`config.mk`:
```
export PLATFORM = sky130hd
export DESIGN_NAME = insn_fetch_flat
export DESIGN_NICKNAME = d
export VERILOG_FILES = /design/src/rtl/insn_fetch_if.sv /design/src/rtl/insn_fetch.sv /design/src/flat_wrapper.sv
export SDC_FILE = /design/constraint.sdc
export NUM_CORES = 1
export LEC_CHECK = 0
export ABC_AREA = 1
export BUFFER_PORTS_ARGS = -buffer_cell sky130_fd_sc_hd__buf_2
export CORE_MARGIN = 5
export CORE_UTILIZATION = 32
export CTS_CLUSTER_DIAMETER = 200
export CTS_CLUSTER_SIZE = 20
export DETAILED_ROUTE_END_ITERATION = 8
export GPL_TIMING_DRIVEN = 0
export SETUP_SLACK_MARGIN = 0.1
export SLEW_MARGIN = 10
export SYNTH_ARGS = -nofsm -noshare
export SYNTH_HDL_FRONTEND = slang
export SYNTH_SLANG_ARGS = --single-unit
```
`constraint.sdc`:
```
create_clock -name i_clk -period 3.9 [get_ports i_clk]
set_input_delay 0.78 -clock i_clk [delete_from_list [all_inputs] [get_ports i_clk]]
set_output_delay 0.78 -clock i_clk [all_outputs]
set_load 0.02 [all_outputs]
```
`src/rtl/insn_fetch_if.sv`:
```
// insn_fetch_if: bundles the instruction-memory read handshake and the
// decoder strobe/verdict signals used by insn_fetch.
//   master (fetch unit): drives o_mem_req, o_mem_addr, o_insn, o_decode;
//                        receives i_mem_ack, i_mem_data, i_valid, i_halt.
//   slave  (memory + decoder side): the mirror image.
interface insn_fetch_if #(
    parameter int ADDR_W = 16
);
    logic              o_mem_req;
    logic [ADDR_W-1:0] o_mem_addr;
    logic              i_mem_ack;
    logic [31:0]       i_mem_data;
    logic [31:0]       o_insn;
    logic              o_decode;
    logic              i_valid;
    logic              i_halt;

    modport master (
        output o_mem_req, o_mem_addr, o_insn, o_decode,
        input  i_mem_ack, i_mem_data, i_valid, i_halt
    );

    modport slave (
        input  o_mem_req, o_mem_addr, o_insn, o_decode,
        output i_mem_ack, i_mem_data, i_valid, i_halt
    );
endinterface

```
`src/rtl/insn_fetch.sv`:
```
// insn_fetch: instruction fetch sequencer in front of the decoder.
// Reads one word per instruction over a req/ack handshake, strobes it into
// the decoder for one cycle, then acts on the decoder's valid/halt verdict.
// Ports:
//   i_clk, i_rst        clock, asynchronous active-high reset
//   i_start, i_start_pc start pulse and first address (IDLE/HALTED/FAULT only)
//   bus                 memory handshake + decoder interface (master side)
//   o_pc                address of the current instruction
//   o_busy              FETCH/ISSUE/CHECK
//   o_halted, o_fault   stopped on a halt / on an invalid instruction
//   o_count             valid instructions retired since the last start
module insn_fetch #(
    parameter int                ADDR_W   = 16,
    parameter logic [ADDR_W-1:0] RESET_PC = '0
) (
    input  logic              i_clk,
    input  logic              i_rst,
    input  logic              i_start,
    input  logic [ADDR_W-1:0] i_start_pc,
    insn_fetch_if.master      bus,
    output logic [ADDR_W-1:0] o_pc,
    output logic              o_busy,
    output logic              o_halted,
    output logic              o_fault,
    output logic [31:0]       o_count
);
    typedef enum logic [2:0] {
        IDLE, FETCH, ISSUE, CHECK, HALTED, FAULT
    } state_t;

    state_t      state;
    logic        mem_req;
    logic        decode;
    logic [31:0] insn;

    // The memory address is the PC itself, so it cannot move during a request.
    assign bus.o_mem_req  = mem_req;
    assign bus.o_mem_addr = o_pc;
    assign bus.o_insn     = insn;
    assign bus.o_decode   = decode;

    always_ff @(posedge i_clk or posedge i_rst) begin
        if (i_rst) begin
            state    <= IDLE;
            o_pc     <= RESET_PC;
            mem_req  <= 1'b0;
            insn     <= '0;
            decode   <= 1'b0;
            o_count  <= '0;
            o_busy   <= 1'b0;
            o_halted <= 1'b0;
            o_fault  <= 1'b0;
        end else begin
            // The strobe is only ever set on the FETCH->ISSUE edge, so this
            // default makes it exactly one cycle wide.
            decode <= 1'b0;
            case (state)
                IDLE, HALTED, FAULT: begin
                    if (i_start) begin
                        o_pc     <= i_start_pc;
                        o_count  <= '0;
                        mem_req  <= 1'b1;
                        o_busy   <= 1'b1;
                        o_halted <= 1'b0;
                        o_fault  <= 1'b0;
                        state    <= FETCH;
                    end
                end
                FETCH: begin
                    if (bus.i_mem_ack) begin
                        insn    <= bus.i_mem_data;
                        mem_req <= 1'b0;
                        decode  <= 1'b1;
                        state   <= ISSUE;
                    end
                end
                ISSUE: begin
                    // Decoder registers its verdict on this edge.
                    state <= CHECK;
                end
                CHECK: begin
                    if (!bus.i_valid) begin
                        o_busy  <= 1'b0;
                        o_fault <= 1'b1;
                        state   <= FAULT;
                    end else if (bus.i_halt) begin
                        o_count  <= o_count + 32'd1;
                        o_busy   <= 1'b0;
                        o_halted <= 1'b1;
                        state    <= HALTED;
                    end else begin
                        // PC wraps silently at 2^ADDR_W.
                        o_count <= o_count + 32'd1;
                        o_pc    <= o_pc + ADDR_W'(1);
                        mem_req <= 1'b1;
                        state   <= FETCH;
                    end
                end
                default: begin
                    mem_req <= 1'b0;
                    o_busy  <= 1'b0;
                    state   <= IDLE;
                end
            endcase
        end
    end
endmodule
```
`src/flat_wrapper.sv`:
```
// flat-port wrapper written by rule: the top's interface ports become plain ports
module insn_fetch_flat 
#(
    parameter int                ADDR_W   = 16,
    parameter logic [ADDR_W-1:0] RESET_PC = '0
)
  (i_clk, i_rst, i_start, i_start_pc, o_pc, o_busy, o_halted, o_fault, o_count, bus_o_mem_req, bus_o_mem_addr, bus_o_insn, bus_o_decode, bus_i_mem_ack, bus_i_mem_data, bus_i_valid, bus_i_halt);
  insn_fetch_if #(.ADDR_W(ADDR_W)) bus_i ();
  input  logic i_clk;
  input  logic i_rst;
  input  logic i_start;
  input  logic [ADDR_W-1:0] i_start_pc;
  output logic [ADDR_W-1:0] o_pc;
  output logic o_busy;
  output logic o_halted;
  output logic o_fault;
  output logic [31:0] o_count;
  output wire logic [$bits(bus_i.o_mem_req)-1:0] bus_o_mem_req;
  output wire logic [$bits(bus_i.o_mem_addr)-1:0] bus_o_mem_addr;
  output wire logic [$bits(bus_i.o_insn)-1:0] bus_o_insn;
  output wire logic [$bits(bus_i.o_decode)-1:0] bus_o_decode;
  input wire logic [$bits(bus_i.i_mem_ack)-1:0] bus_i_mem_ack;
  input wire logic [$bits(bus_i.i_mem_data)-1:0] bus_i_mem_data;
  input wire logic [$bits(bus_i.i_valid)-1:0] bus_i_valid;
  input wire logic [$bits(bus_i.i_halt)-1:0] bus_i_halt;
  assign bus_o_mem_req = bus_i.o_mem_req;
  assign bus_o_mem_addr = bus_i.o_mem_addr;
  assign bus_o_insn = bus_i.o_insn;
  assign bus_o_decode = bus_i.o_decode;
  assign bus_i.i_mem_ack = bus_i_mem_ack;
  assign bus_i.i_mem_data = bus_i_mem_data;
  assign bus_i.i_valid = bus_i_valid;
  assign bus_i.i_halt = bus_i_halt;
  insn_fetch #(.ADDR_W(ADDR_W), .RESET_PC(RESET_PC)) u_core (.i_clk(i_clk), .i_rst(i_rst), .i_start(i_start), .i_start_pc(i_start_pc), .bus(bus_i), .o_pc(o_pc), .o_busy(o_busy), .o_halted(o_halted), .o_fault(o_fault), .o_count(o_count));
endmodule
```
* After elaboration in Yosys (flattened, before gate mapping)
Cells that the tools add are included.
** Word-level totals
- Output and inout bits :: 101
- Flip-flop bits (word level) :: 88
- Logic and storage cells :: 65
- Input bits :: 54
** Operators by class
- Bitwise logic cells :: 2
- Add/sub/neg operators :: 2
- Reductions and logical operators :: 12
- Equality and inequality tests :: 12
- Muxes and demuxes :: 28
** Operators with widths (count)
- $mux 32 :: 2
- $pmux 32 s2 :: 1
- $mux 16 :: 3
- $add 32x1->32 const B :: 1
- $pmux 16 s2 :: 1
- $add 16x1->16 const B :: 1
- $mux 1 :: 12
- $mux 3 :: 4
- $ne 2x2->1 const B :: 6
- $pmux 3 s4 :: 1
- $reduce_and 3->1 :: 3
- $reduce_and 4->1 :: 2
- $eq 3x2->1 const B :: 2
- $eq 3x3->1 const B :: 2
- $reduce_and 5->1 :: 1
- $pmux 1 s2 :: 2
- $pmux 1 s4 :: 1
- $reduce_and 2->1 :: 2
- $eq 3x1->1 const B :: 1
- $logic_not 3->1 :: 1
- $ne 3x3->1 const B :: 1
- $pmux 1 s3 :: 1
- $reduce_or 3->1 :: 1
- $not 1->1 :: 2
- 2 further kinds :: 2

* Depth between registers and ports, before layout
- Depth after elaboration :: 4
- Depth in mapped cells :: 11
- Depth with buffers taken out :: 11

* Least setup slack after synthesis
No wires, ideal clock.
- Path type :: input-to-reg
- From :: input port bus_i_valid
- To :: register u_core.o_count[13]
- Cell stages on the path :: 6
- Path slack :: 2.205 ns
- Buffers on the path :: 1
- Arrival :: 1.573 ns
- Required time :: 3.778 ns
- Cell sequence :: nand4_1 nand2_4 buf_2 nand3_1 nor3_1 nor2_1
** On the way
- Cells in the longest elaborated chain, start to end :: 2
** RTL lines
- start: declaration :: line flat_wrapper.sv:24 : input wire logic [$bits(bus_i.i_valid)-1:0] bus_i_valid;
- $ne 2x2->1 (no line)
- $reduce_and 3->1 (no line)
- end signal: assignment :: line insn_fetch.sv:87 : o_count <= o_count + 32'd1;
- end signal: assignment :: line insn_fetch.sv:93 : o_count <= o_count + 32'd1;
- end: declaration :: line insn_fetch.sv:25 : output logic [31:0] o_count
Every way passes these cells.
A chain may end at the register's enable or synchronous reset.

* Worst setup path after layout
- From :: register u_core.o_pc[12] (netlist: u_core.bus.o_mem_addr[12])
- To :: output port o_pc[12]
** RTL lines
- start: declaration :: line insn_fetch.sv:21 : output logic [ADDR_W-1:0] o_pc,
- start signal: assignment :: line insn_fetch.sv:60 : o_pc <= i_start_pc;
- start signal: assignment :: line insn_fetch.sv:94 : o_pc <= o_pc + ADDR_W'(1);
- end: declaration :: line flat_wrapper.sv:13 : output logic [ADDR_W-1:0] o_pc;
No word-level cell between the ends.

==> metrics.cfg <==
[status]
status=finished clean

[flow_run]
maxCapViolations=0

[timing]
rsz0062_at_grt=no
fmax_ghz=0.528
finClkSkew_ps=6.32
slew_viol_final=0
finalSetupViolCount=0
worstMarginPinSlew_ps=658
final.min_clock_period_ps=1890
fin_crit_sh=0.485
finalHoldViolations=0
slew_headroom=0.558
worst_slack_ps=2010

[floorplanning]
die_height_um=131
ios=155
die_w_um=131
rows=44
start_util=0.324
core_region_area_um2=14400
die_area_um2=17100

[logic_synthesis]
yosysMostFrequentCell=nand2_1
postSynth.asyncResetShare=1.00
synth_area_leaders=dfrtp_1 (47%), nand2_1 (20%), nor2_1 (7.7%)
synth_area_um2=4680
synth_ff_type=dfrtp_1
synth-edff-count=0
yosysSeqAreaShare=0.471
yosys_register_bits=88
yosys_warnings=0
synthTopCellsByCount=nand2_1 (246), nor2_1 (96), dfrtp_1 (88), inv_1 (58), nand3_1 (30)
syn_nets=706
synth_top_cell_by_area=dfrtp_1
synth_top_area_frac=0.471
netlist_instances=650
syn_area_per_cell_um2=7.20
synth_cell_types=32

[power_and_ir_drop]
ir_drop_mv=0.315
powerDensity_nw_per_um2=713
power_leakage_uw=0.00334
finalPower_uw=4280

[final_layout]
insertedDiodeCount=0
area.growth.synth_to_final_pct=28.4
drive_above_1_share=0.263
nFillCells=1551
finalNetCount=872

[cts]
cts_root_buffer=clkbuf_16
path_clk_slew_ps=60
cts_tree=yes
post_cts_resized=0
post_cts_buffers=0
htreeDepth=3
clk_path_buf_depth=2
numCtsBuffers=9
postCtsHoldBufs=0
insertion_delay_ps=340
clock-sinks=88

[critical_path]
worstPathRequired_ps=3120
endpoint_kind=output pin
worst-setup-path-type=reg2out
critical_path.max_fanout=7
crit_path_start_kind=flop
cp.arrival_ps=1110

[routing]
drt_iter0_drc=316
num_vias=4597
postRouteAntennaNets=0
drtPass1Iterations=5
wl_per_cell_um=13.4
drcViolationCount=0
wirelength_mm=13.5
via_per_inst=4.57

[placed_design]
post-dp-hpwl_mm=10.2
pre_cts_ws_ps=1720
globalplace.congestion=0.840
numPortBuffers=154

[worst_hold_path]
hold_class=reg2reg

[global_route]
grt_pass1_vias=4410
grt.total_usage=0.161
antenna_found_initial=0
grt_first_pass_wirelength_mm=21.9
grt_max_degree=47
grt.overflow.total=0

==> routing by layer <==
metal / track usage / share of wire / vias up / wire length (um)
met5: 0 / 0 / - / 0
met4: 0.0581 / 0.018 / 0 / 247
met3: 0.0484 / 0.082 / 17 / 1100
met2: 0.243 / 0.45 / 143 / 6090
met1: 0.220 / 0.45 / 2084 / 6060
li1: - / - / 2353 / -
==> cell usage in the layout, fill, tap and decap left out, types with 2 or more instances in the layout <==
cell type  count
a21oi_1       16
a31oi_1        5
buf_2        165
buf_4         18
clkbuf_1       3
clkbuf_16      9
clkbuf_8       2
clkinv_2       2
dfrtp_1       88
ha_1           2
inv_1         57
inv_2          5
nand2_1      246
nand2_2        2
nand2_4        2
nand3_1       30
nand3b_1       2
nand4_1       13
nor2_1        96
nor2_2         4
nor3_1         6
nor3b_1        4
o21ai_0       26
o21bai_1       3
xor2_1         2
==> cells by family after synthesis <==
| family | Yosys count | synth area share |
|---|---|---|
| simple gates | 409 | 0.361 |
| buf+inv | 94 | 0.0944 |
| flops | 88 | 0.471 |
| compound gates | 55 | 0.0644 |
| xor+xnor | 2 | 0.00374 |
| fa+ha+maj | 2 | 0.00535 |
==> area by class of cell <==
class	count	area, um^2	area share
Clock inverter	3	40.0	0.00666
Tap cell	184	230	0.0383
Buffer	31	205	0.0341
Clock buffer	13	260	0.0433
Inverter	63	239	0.0398
Multi-Input combinational cell	468	2040	0.339
Sequential cell	88	2200	0.366
Timing Repair Buffer	155	798	0.133
==> worst paths after layout <==
check	from	endpoint	slack, ps	cells past startpoint
worst max-delay path	u_core.bus.o_mem_addr[12]	o_pc[12]	2010	2
worst min-delay path	u_core.bus.o_insn[1]	u_core.bus.o_insn[1]	470	2
worst max register to register	u_core.o_count[0]	u_core.o_count[14]	2100	10
worst min register to register	u_core.bus.o_insn[1]	u_core.bus.o_insn[1]	470	2
max in group asynchronous	i_rst	u_core.o_count[1]	2760	3
min in group asynchronous	i_rst	u_core.bus.o_insn[30]	510	2
==> power breakdown <==
group,internal [uW],switching (uW),total (uW)
registers,1200,248,1450
clock network,530,359,890
logic,669,1280,1950
==> critical path, stage by stage, from the launching register on <==
cell     delay (ps)
dfrtp_1         460
buf_4           160
buf_2           150
==> registers in the layout (all words and copies together) (netlist names) <==
| register | cells |
|---|---|
| u_core.bus.o_insn | 32 |
| u_core.o_busy | 1 |
| u_core.o_halted | 1 |
| u_core.bus.o_mem_addr | 16 |
| u_core.o_count | 32 |
| u_core.o_fault | 1 |
| u_core.state | 3 |
| u_core.bus.o_decode | 1 |
| u_core.bus.o_mem_req | 1 |
==> metrics by stage <==
step / util / instances / TNS [ps] / area (um^2) / hold slack, ps
after floorplan: - / 650 / 0 / 4680 / 462
after CTS: 0.417 / 1005 / 0 / 6010 / 471
after detailed placement: 0.396 / 989 / 0 / 5710 / 456
final: 0.417 / 1005 / 0 / 6010 / 468
after global routing: 0.417 / 1005 / 0 / 6010 / 487
after global placement: 0.394 / 988 / -38750 / 5680 / 450
No activity file was read; power rests on OpenSTA's default activity.
